`src/rtl/vga_axil_arbiter.sv`:
```
// Shares one AXI4-Lite slave (vga register file) between NUM_M masters, one
// transaction at a time, with round-robin or fixed-priority arbitration.
module vga_axil_arbiter #(
    parameter int NUM_M  = 2,
    parameter int RR_EN  = 1,
    parameter int ADDR_W = 32,
    parameter int DATA_W = 32,
    localparam int STRB_W = DATA_W / 8,
    localparam int GW     = $clog2(NUM_M)
) (
    input  logic                     clk,
    input  logic                     arst,
    // upstream masters, fields packed master 0 in the low slice
    input  logic [NUM_M-1:0]         m_awvalid,
    output logic [NUM_M-1:0]         m_awready,
    input  logic [NUM_M*ADDR_W-1:0]  m_awaddr,
    input  logic [NUM_M-1:0]         m_wvalid,
    output logic [NUM_M-1:0]         m_wready,
    input  logic [NUM_M*DATA_W-1:0]  m_wdata,
    input  logic [NUM_M*STRB_W-1:0]  m_wstrb,
    output logic [NUM_M-1:0]         m_bvalid,
    input  logic [NUM_M-1:0]         m_bready,
    output logic [NUM_M*2-1:0]       m_bresp,
    input  logic [NUM_M-1:0]         m_arvalid,
    output logic [NUM_M-1:0]         m_arready,
    input  logic [NUM_M*ADDR_W-1:0]  m_araddr,
    output logic [NUM_M-1:0]         m_rvalid,
    input  logic [NUM_M-1:0]         m_rready,
    output logic [NUM_M*DATA_W-1:0]  m_rdata,
    output logic [NUM_M*2-1:0]       m_rresp,
    // shared slave
    output logic                     s_awvalid,
    input  logic                     s_awready,
    output logic [ADDR_W-1:0]        s_awaddr,
    output logic                     s_wvalid,
    input  logic                     s_wready,
    output logic [DATA_W-1:0]        s_wdata,
    output logic [STRB_W-1:0]        s_wstrb,
    input  logic                     s_bvalid,
    output logic                     s_bready,
    input  logic [1:0]               s_bresp,
    output logic                     s_arvalid,
    input  logic                     s_arready,
    output logic [ADDR_W-1:0]        s_araddr,
    input  logic                     s_rvalid,
    output logic                     s_rready,
    input  logic [DATA_W-1:0]        s_rdata,
    input  logic [1:0]               s_rresp
);

    typedef enum logic [2:0] {IDLE, WR_ADDR, WR_RESP, RD_ADDR, RD_RESP} state_t;

    state_t          state_q, state_d;
    logic [GW-1:0]   g_q, g_d;
    logic [GW-1:0]   last_g_q, last_g_d;
    logic            aw_done_q, aw_done_d;
    logic            w_done_q, w_done_d;

    logic [NUM_M-1:0] req;
    logic [GW-1:0]    pick;
    logic [GW-1:0]    cand;
    logic             found;
    logic             aw_hs;
    logic             w_hs;

    assign req = m_awvalid | m_arvalid;

    // Search order starts just after the last winner; the modulo keeps the
    // wrap correct when NUM_M is not a power of two.
    always_comb begin
        found = 1'b0;
        pick  = '0;
        cand  = '0;
        for (int k = 0; k < NUM_M; k++) begin
            if (RR_EN != 0) begin
                cand = GW'((int'(last_g_q) + 1 + k) % NUM_M);
            end else begin
                cand = GW'(k);
            end
            if (!found && req[cand]) begin
                found = 1'b1;
                pick  = cand;
            end
        end
    end

    always_comb begin
        state_d   = state_q;
        g_d       = g_q;
        last_g_d  = last_g_q;
        aw_done_d = aw_done_q;
        w_done_d  = w_done_q;
        aw_hs     = 1'b0;
        w_hs      = 1'b0;

        m_awready = '0;
        m_wready  = '0;
        m_bvalid  = '0;
        m_bresp   = '0;
        m_arready = '0;
        m_rvalid  = '0;
        m_rdata   = '0;
        m_rresp   = '0;
        s_awvalid = 1'b0;
        s_awaddr  = '0;
        s_wvalid  = 1'b0;
        s_wdata   = '0;
        s_wstrb   = '0;
        s_bready  = 1'b0;
        s_arvalid = 1'b0;
        s_araddr  = '0;
        s_rready  = 1'b0;

        case (state_q)
            IDLE: begin
                if (found) begin
                    g_d     = pick;
                    state_d = m_awvalid[pick] ? WR_ADDR : RD_ADDR;
                end
            end
            WR_ADDR: begin
                s_awvalid       = m_awvalid[g_q] & ~aw_done_q;
                s_awaddr        = m_awaddr[int'(g_q)*ADDR_W +: ADDR_W];
                m_awready[g_q]  = s_awready & ~aw_done_q;
                s_wvalid        = m_wvalid[g_q] & ~w_done_q;
                s_wdata         = m_wdata[int'(g_q)*DATA_W +: DATA_W];
                s_wstrb         = m_wstrb[int'(g_q)*STRB_W +: STRB_W];
                m_wready[g_q]   = s_wready & ~w_done_q;
                aw_hs           = s_awvalid & s_awready;
                w_hs            = s_wvalid & s_wready;
                aw_done_d       = aw_done_q | aw_hs;
                w_done_d        = w_done_q | w_hs;
                if (aw_done_d && w_done_d) begin
                    state_d = WR_RESP;
                end
            end
            WR_RESP: begin
                m_bvalid[g_q]              = s_bvalid;
                m_bresp[int'(g_q)*2 +: 2]  = s_bresp;
                s_bready                   = m_bready[g_q];
                if (s_bvalid && m_bready[g_q]) begin
                    aw_done_d = 1'b0;
                    w_done_d  = 1'b0;
                    last_g_d  = g_q;
                    state_d   = IDLE;
                end
            end
            RD_ADDR: begin
                s_arvalid      = m_arvalid[g_q];
                s_araddr       = m_araddr[int'(g_q)*ADDR_W +: ADDR_W];
                m_arready[g_q] = s_arready;
                if (m_arvalid[g_q] && s_arready) begin
                    state_d = RD_RESP;
                end
            end
            RD_RESP: begin
                m_rvalid[g_q]                      = s_rvalid;
                m_rdata[int'(g_q)*DATA_W +: DATA_W] = s_rdata;
                m_rresp[int'(g_q)*2 +: 2]          = s_rresp;
                s_rready                           = m_rready[g_q];
                if (s_rvalid && m_rready[g_q]) begin
                    last_g_d = g_q;
                    state_d  = IDLE;
                end
            end
            default: state_d = IDLE;
        endcase
    end

    // last_g resets to the top index so master 0 wins the first arbitration.
    always_ff @(posedge clk or posedge arst) begin
        if (arst) begin
            state_q   <= IDLE;
            g_q       <= '0;
            last_g_q  <= GW'(NUM_M - 1);
            aw_done_q <= 1'b0;
            w_done_q  <= 1'b0;
        end else begin
            state_q   <= state_d;
            g_q       <= g_d;
            last_g_q  <= last_g_d;
            aw_done_q <= aw_done_d;
            w_done_q  <= w_done_d;
        end
    end

endmodule

```
`config.mk`:
```
export PLATFORM = sky130hd
export DESIGN_NAME = vga_axil_arbiter
export DESIGN_NICKNAME = d
export VERILOG_FILES = /design/src/rtl/vga_axil_arbiter.sv
export SDC_FILE = /design/constraint.sdc
export NUM_CORES = 1
export LEC_CHECK = 0
export CAP_MARGIN = 20
export CORE_AREA = 2 2 172 174
export CTS_BUF_LIST = sky130_fd_sc_hd__clkbuf_4 sky130_fd_sc_hd__clkbuf_8
export DETAILED_ROUTE_END_ITERATION = 10
export DIE_AREA = 0 0 174 176
export PLACE_DENSITY = 0.39
export SYNTH_ARGS = -nofsm -noshare
export SYNTH_HDL_FRONTEND = slang
export SYNTH_SLANG_ARGS = --single-unit
```
`constraint.sdc`:
```
create_clock -name clk -period 2.3 [get_ports clk]
set_clock_uncertainty 0.2 [all_clocks]
set_input_delay 0.69 -clock clk [delete_from_list [all_inputs] [get_ports clk]]
set_output_delay 0.69 -clock clk [all_outputs]
set_load 0.02 [all_outputs]
```
### Word level (Yosys, flattened, before mapping)

Cells that the tools add are included.

* output and inout port bits: 187
* word-level logic and storage cells: 117
* register bits after elaboration: 7
* input port bits: 253

* bitwise operators: 19
* add/sub/neg operators: 4
* reduce and logical (&&, ||, !) cells: 14
* $lt $le $gt $ge: 5
* shift-type cells: 9
* mux-type cells: 52
* eq/ne operators: 9

Operators by type and width (number)
* $shiftx 64x7->32: 3
* $mux 32: 3
* $shiftx 2x33->4: 2
* $and 64x64->64: 1
* $mux 64: 1
* $shift 32x33->64 const A: 1
* $shiftx 32x33->64: 1
* $neg 2->33: 1
* $neg 6->33: 1
* $shift 2x33->4 const A: 1
* $mux 1: 29
* $mux 3: 5
* $pmux 3 s5: 1
* $mux 2: 6
* $mux 4: 3
* $and 2x2->2: 5
* $ne 2x2->1 const B: 5
* $and 4x4->4: 2
* $lt 1x2->1 const B: 4
* $shiftx 8x4->4: 1
* $and 1x1->1: 6
* $eq 3x2->1 const B: 2
* $logic_and 1x1->1: 6
* $pmux 1 s2: 3
* other kinds (14): 19

### Depth between registers and ports, before layout

Gate-level depths: netlist of run 1.

* word-level depth: 12
* mapped depth: 7
* depth with buffers taken out: 5

### Least setup slack after synthesis of run 1

OpenSTA, ideal clock, no wires.

* path kind: reg-to-output
* start: register g_q
* end: output s_awaddr[10]
* arrival: 1.497 ns
* cell stages (with the launch flop): 7
* data required time: 1.410 ns
* path buffers: 4
* slack: -0.087 ns
* cells stage by stage: dfrtp_1 > buf_2 > buf_2 > buf_4 > buf_2 > mux2i_1 > nor2_1

* word-level cells in the longest chain between the ends: 2

Ends and longest elaborated chain
* start, declared: line 54 `logic [GW-1:0] g_q, g_d;`
* start signal, assigned: line 180 `g_q <= g_d;`
* $shiftx 64x7->32: line 123 `s_awaddr = m_awaddr[int'(g_q)*ADDR_W +: ADDR_W];`
* $mux 32: line 114 `case (state_q)`
* end, declared: line 34 `output logic [ADDR_W-1:0] s_awaddr,`

Every way passes these cells.

### Worst setup path after layout of run 1

* start: register state_q[1]
* end: output m_rdata[57]

* word-level cells in the longest chain between the ends: 2

Ends and longest elaborated chain
* start, declared: line 53 `state_t state_q, state_d;`
* start signal, assigned: line 179 `state_q <= state_d;`
* $eq 3x3->1: line 114
* $mux 64: line 114
* end, declared: line 29 `output logic [NUM_M*DATA_W-1:0] m_rdata,`

Every way passes these cells.

==> results.py, run 1 <==
metrics = {
    "floorplan": {
        "fp-row-count": 62,
        "die_extent_in_x_um": 174,
        "initial_core_util_pct": 9.01,
        "top_level_ports": 440,
        "floorplan.core_area_sq_um": 28500,
        "die_area_sq_um": 30600,
        "die_height_um": 176,
    },
    "sta": {
        "maxSlewHeadroom_pct": 72.2,
        "max_slew.worst_pin.slew_ps": 417,
        "hold_slack_ps": 365,
        "max_clock_freq_ghz": 0.367,
        "final_hold_viol_count": 0,
        "finalCriticalPeriod_ps": 2720,
        "post_route_clock_period_utilization_pct": 118,
        "timing.final.max_slew_violations": 0,
        "setup_ws_ps": -425,
        "setup_viol_count_final": 186,
        "unrepaired_setup_endpoints_after_global_routing": "true",
    },
    "finish": {
        "instances_no_fill": 1285,
        "syn2layout_area_growth_pct": 244,
        "n_antenna_cell": 0,
        "filler_cell_count": 3119,
        "proportion_of_layout_cells_with_a_drive_suffix_above_1_pct": 48.7,
        "finalNetCount": 1155,
    },
    "pwr": {
        "share_seq_of_total_power_pct": 3.8,
        "p_leak_nw": 4.17,
        "power_density_nw_per_um2": 872,
        "power_frac_comb_pct": 93.7,
        "power_switching_share_pct": 46.2,
        "netSwitchingPower_mw": 3.57,
        "peakVddDrop_mv": 0.317,
        "power.clock.fraction_pct": 2.5,
        "internal-power_mw": 4.15,
    },
    "outcome": {
        "failed_checks": "setup timing",
        "status": "complete, but fails checks",
    },
    "place": {
        "port-buffer-count": 439,
        "post-dp-hpwl_mm": 17.0,
        "place.gp.congestion": 0.739,
        "post-place-cells": 1241,
    },
    "logic_synthesis": {
        "synth_fp_nets": 638,
        "synth.cells.most_frequent": "121 x nor2_1, 101 x mux2i_1, 73 x and2_1",
        "netlist_area_sq_um": 2570,
        "synth_cell_type_count": 33,
        "synth.ff_latch_count": 7,
        "most_frequently_used_cell_type_in_the_post_synthesis_netlist": "nor2_1",
        "postSynth.topFlopCell": "dfrtp_1",
        "synth_edf_count": 0,
        "synth_warnings": 0,
        "synthArstFlopShare_pct": 100,
        "synth.largest_area_cell": "mux2i_1",
        "post_synth_main_area_contributors": "mux2i_1 39%, and2_1 18%, nor2_1 18%",
        "yosys.area.top_type_share_pct": 39.3,
        "syn_avg_cell_area_sq_um": 6.68,
        "syn_inst": 385,
        "seq_area_frac_synth_pct": 6.86,
    },
    "global_route": {
        "antenna_violations_before_repair": 1,
        "grt_pass1_vias": 4682,
        "grt_start_max_net_pins": 36,
        "global_route.overflow_total": 0,
        "grt_first_pass_wirelength_mm": 29.0,
        "grt_usage_pct": 12.4,
    },
    "drt": {
        "drt_first_iter_violations": 92,
        "detail-route-antenna-nets": 0,
        "num_vias": 4559,
        "drc": 0,
        "route.detailed.wl_per_inst_um": 16.3,
        "drt_pre_antenna_iters": 4,
        "post_drt_via_cell_ratio": 3.55,
        "finalWirelength_mm": 20.9,
    },
    "setup_path": {
        "crit_path_start_kind": "flop",
        "setup.worst_path.class": "flop to primary output",
        "worst-endpoint-required_ps": 1410,
        "critical_path_peak_fanout": 17,
        "worstPathArrival_ps": 1830,
        "worst_setup_path_end_kind": "primary output",
    },
    "cts": {
        "clock_insertion_delay_worst_skew_ps": 230,
        "cts.clk_slew.worst_paths_ps": 40,
        "cts_htree_levels": 1,
        "clk_root_buffer_cell": "clkbuf_8",
        "cts_tree": "yes",
        "cts-root-to-sink-buffers": 2,
        "cts_sinks": 7,
        "cts-buffers-inserted": 3,
    },
    "hold_path": {
        "holdCritPathClass": "flop to flop",
    },
    "flow_run": {
        "max-cap-violations": 0,
    },
}
==> final timing paths <==
kind	slack (ps)	depth (start not counted)	endpoint	start
worst max-delay path	-420	6	m_rdata[57]	state_q[1]
worst min-delay path	360	2	aw_done_q	aw_done_q
worst max register to register	150	7	state_q[1]	g_q
worst min register to register	360	2	aw_done_q	aw_done_q
max in group asynchronous	1100	2	last_g_q	arst
min in group asynchronous	510	2	w_done_q	arst
==> layout by cell type, fill, tap and decap left out, types with 3 or more instances in the layout <==
master / count
nor2b_1: 3
mux2i_1: 87
clkdlybuf4s15_2: 3
and2_4: 23
nor2_2: 26
nand2_1: 6
a21oi_1: 3
nand2_4: 3
buf_2: 23
buf_6: 105
dlymetal6s2s_1: 4
nor2_1: 79
nor3_2: 4
nor3_1: 4
buf_4: 136
and2_1: 9
mux2i_2: 4
mux2_4: 5
clkdlybuf4s50_1: 233
and2_2: 41
dfrtp_1: 4
clkbuf_8: 3
buf_16: 3
mux2i_4: 10
nor2_4: 18
buf_12: 18
dlygate4sd2_1: 15
==> state kept, by name (all words and copies together) (netlist names) <==
signal     flops
w_done_q       1
aw_done_q      1
state_q        3
last_g_q       1
g_q            1
==> critical path, stage by stage (launching register included) <==
cell	delay [ps]
dfrtp_2	440
or3b_4	430
nor2_4	150
buf_4	140
clkbuf_16	160
and2_2	150
buf_6	120
==> kinds of logic (layout without fill, tap and decap cells) <==
kind of cell              count (synthesis)  in the layout  share of synthesized area [%]
AOI/OAI and AO/OA                        14             14                           3.79
xor gates and xnor gates                  1              1                          0.341
buffers and inverters                    35            551                           6.27
DFF                                       7              7                           6.86
muxes                                   106            106                           41.6
and+or+nand+nor                         222            222                           41.1
==> through the flow <==
step	utilization, %	instance area (sq um)	setup slack (ps)	TNS (ps)	power [mW]
floorplan	-	2700	-41.4	-2520	3.25
global placement	28.3	8080	-725	-99200	6.60
detailed placement	28.3	8080	-733	-98270	6.53
CTS	29.3	8360	-439	-52550	7.15
global route	31.0	8860	-482	-52630	8.22
finish	31.0	8860	-425	-38790	7.72
==> cell type report <==
cell class	instances	area (sq um)	area share, %
clock buffer	4	48.8	0.551
inverter	3	11.3	0.127
multi-input combinational	343	2750	31.0
sequential	7	181	2.05
tap	384	480	5.42
timing repair buffer	544	5390	60.8
==> timing repair <==
action,in CTS,in global routing
setup endpoints to repair,188,187
pin swaps,8,17
hold buffers,0,0
gates resized for setup,863,271
cloned,5,2
buffers inserted,19,18
==> per-layer routing <==
layer / global-route usage, % / share of wire, % / wire [um]
met1: 14.1 / 38 / 7890
met2: 24.0 / 54 / 11400
met3: 2.71 / 6.8 / 1420
met4: 1.68 / 1.1 / 220
met5: 0 / 0.033 / 7
==> power groups by stage <==
stage          Clock (mW)  Sequential [mW]  Combinational, mW
2_1_floorplan           0            0.208               3.04
3_3_place_gp            0            0.280               6.32
3_5_place_dp            0            0.277               6.25
4_1_cts             0.195            0.284               6.67
5_1_grt             0.202            0.309               7.71
6_report            0.192            0.294               7.24
(Power assumes the default switching activity.)
==> inputs of run 2 (changes only) <==
--- a/config.mk
+++ b/config.mk
@@ -7,9 +7,10 @@
 export LEC_CHECK = 0
 export CAP_MARGIN = 20
 export CORE_AREA = 2 2 172 174
-export CTS_BUF_LIST = sky130_fd_sc_hd__clkbuf_4 sky130_fd_sc_hd__clkbuf_8
+export CTS_BUF_LIST = sky130_fd_sc_hd__clkbuf_2 sky130_fd_sc_hd__clkbuf_4 sky130_fd_sc_hd__clkbuf_8
 export DETAILED_ROUTE_END_ITERATION = 10
 export DIE_AREA = 0 0 174 176
+export MAX_ROUTING_LAYER = met4
 export PLACE_DENSITY = 0.39
 export SYNTH_ARGS = -nofsm -noshare
 export SYNTH_HDL_FRONTEND = slang
==> results.py, run 2 (same netlist as run 1, synthesis figures left out) <==
metrics = {
    "outcome": {
        "status": "complete, but fails checks",
        "failed_checks": "setup timing",
    },
    "cts": {
        "cts-root-to-sink-buffers": 2,
        "clk_root_buffer_cell": "clkbuf_8",
        "cts_sinks": 7,
        "cts_htree_levels": 1,
        "cts.clk_slew.worst_paths_ps": 40,
        "clock_insertion_delay_worst_skew_ps": 230,
        "cts_tree": "yes",
        "cts-buffers-inserted": 3,
        "holdBufCountCts": 0,
    },
    "place": {
        "detailedPlace.worstSlack_ps": -733,
        "port-buffer-count": 439,
        "place_area_sq_um": 8080,
        "post-dp-hpwl_mm": 17.0,
        "place.gp.congestion": 0.748,
        "post-place-cells": 1241,
    },
    "finish": {
        "proportion_of_layout_cells_with_a_drive_suffix_above_1_pct": 47.1,
        "mostFrequentLayoutCell": "clkdlybuf4s50_1",
        "instances_no_fill": 1279,
        "filler_cell_count": 3143,
        "largest_register_ff_count": 3,
        "syn2layout_area_growth_pct": 235,
        "most-common-layout-cells": "235 x clkdlybuf4s50_1, 141 x buf_4, 93 x mux2i_1, 90 x buf_6, 84 x nor2_1",
        "finish.instance_area_sq_um": 8630,
        "max_flop_register": "state_q",
        "multi_input_comb_area_sq_um": 2650,
        "post-route-util_pct": 30.2,
        "finalNetCount": 1148,
        "register_area_sq_um": 181,
    },
    "floorplan": {
        "initial_core_util_pct": 9.01,
        "die_height_um": 176,
        "die_area_sq_um": 30600,
        "die_extent_in_x_um": 174,
        "floorplan.core_area_sq_um": 28500,
        "top_level_ports": 440,
        "fp-row-count": 62,
    },
    "sta": {
        "setup_viol_count_final": 186,
        "maxSlewHeadroom_pct": 72.8,
        "post_route_clock_period_utilization_pct": 118,
        "max_slew.worst_pin.slew_ps": 407,
        "final_hold_viol_count": 0,
        "finalCriticalPeriod_ps": 2710,
        "setup_ws_ps": -413,
        "timing.final.max_slew_violations": 0,
        "max_clock_freq_ghz": 0.369,
        "unrepaired_setup_endpoints_after_global_routing": "true",
    },
    "drt": {
        "num_vias": 4504,
        "route.detailed.wl_per_inst_um": 16.2,
        "drt_pre_antenna_iters": 4,
        "drc": 0,
        "detail-route-antenna-nets": 0,
        "finalWirelength_mm": 20.8,
        "drt_first_iter_violations": 92,
        "post_drt_via_cell_ratio": 3.52,
    },
    "global_route": {
        "grt_pass1_vias": 4692,
        "grt_usage_pct": 12.8,
        "global_route.overflow_total": 0,
        "antenna_violations_before_repair": 1,
        "grt_start_max_net_pins": 36,
        "grt_first_pass_wirelength_mm": 29.0,
    },
    "pwr": {
        "power_density_nw_per_um2": 859,
        "netSwitchingPower_mw": 3.47,
        "p_leak_nw": 4.11,
        "share_seq_of_total_power_pct": 4.0,
        "peakVddDrop_mv": 0.309,
        "internal-power_mw": 3.94,
        "power_switching_share_pct": 46.8,
        "power_frac_comb_pct": 93.4,
        "design_power_total_mw": 7.42,
        "power.clock.fraction_pct": 2.6,
    },
    "setup_path": {
        "worst-endpoint-required_ps": 1410,
        "crit_path_start_kind": "flop",
        "critical_path.slowest_cell": "dfrtp_2",
        "critical_path_peak_fanout": 17,
        "worstPathArrival_ps": 1820,
        "crit_chain": "or3b_4 -> nor2_4 -> buf_4 -> clkbuf_16 -> and2_2 -> buf_6",
        "cpLargestDelayFamily": "simple AND/OR/NAND/NOR gates",
        "slowest_delay_ps": 440,
        "worst_setup_path_end_kind": "primary output",
        "setup.worst_path.class": "flop to primary output",
        "critical_path.n_buffers_inverters": 3,
    },
    "flow_run": {
        "max-cap-violations": 0,
    },
    "hold_path": {
        "holdCritPathClass": "flop to flop",
    },
}
run 2: changes by cell type in the layout (fill, tap and decap cells not counted), moves of 6 or more:
cell / change
buf_6: -15
and2_2: +6
mux2i_1: +6
nor2_4: -6
and2_4: -6
run 2: layer usage:
layer / routed length, um / track usage [%] / up-vias
li1: - / - / 2294
met1: 8280 / 14.6 / 2005
met2: 11200 / 24.0 / 192
met3: 1060 / 1.92 / 13
met4: 221 / 1.68 / 0
met5: 0 / - / -
run 2: cell type report:
cell class	instances	share of cell area (%)
Timing Repair Buffer	537	60.9
Multi-Input combinational cell	343	30.7
Tap cell	384	5.57
Sequential cell	7	2.10
Clock buffer	4	0.566
Inverter	3	0.131
Antenna cell	1	0.0290
run 2: path summary, 6_finish.rpt:
path | from | end | depth (start not counted) | slack, ps
max | state_q[1] | m_rdata[45] | 6 | -410
min | aw_done_q | aw_done_q | 2 | 370
max reg2reg | g_q | state_q[1] | 7 | 160
min reg2reg | aw_done_q | aw_done_q | 2 | 370
max in group asynchronous | arst | last_g_q | 2 | 1100
min in group asynchronous | arst | w_done_q | 2 | 510
run 2: tightest hold or removal path: stages, from the launching register on:
cell	delay, ps
dfrtp_1	380
nor2_1	70
nor2_1	70
run 2: power by group through the flow:
stage | clock (mW) | sequential, mW | combinational (mW)
2_1_floorplan | 0 | 0.208 | 3.04
4_1_cts | 0.195 | 0.284 | 6.67
6_report | 0.192 | 0.294 | 6.93
5_1_grt | 0.202 | 0.309 | 7.39
3_5_place_dp | 0 | 0.277 | 6.25
3_3_place_gp | 0 | 0.280 | 6.32
run 2: repair_timing:
item / CTS / global route
pin swaps: 8 / 10
gates cloned: 5 / 2
setup endpoints to repair: 188 / 187
resized for setup: 863 / 225
setup buffers: 19 / 11
run 2: metrics by stage:
| step | TNS (ps) | hold slack, ps |
|---|---|---|
| 6_report | -38060 | 366 |
| 5_1_grt | -51740 | 417 |
| 4_1_cts | -52550 | 330 |
| 3_5_place_dp | -98270 | 300 |
| 3_3_place_gp | -99200 | 288 |
| 2_1_floorplan | -2520 | 267 |
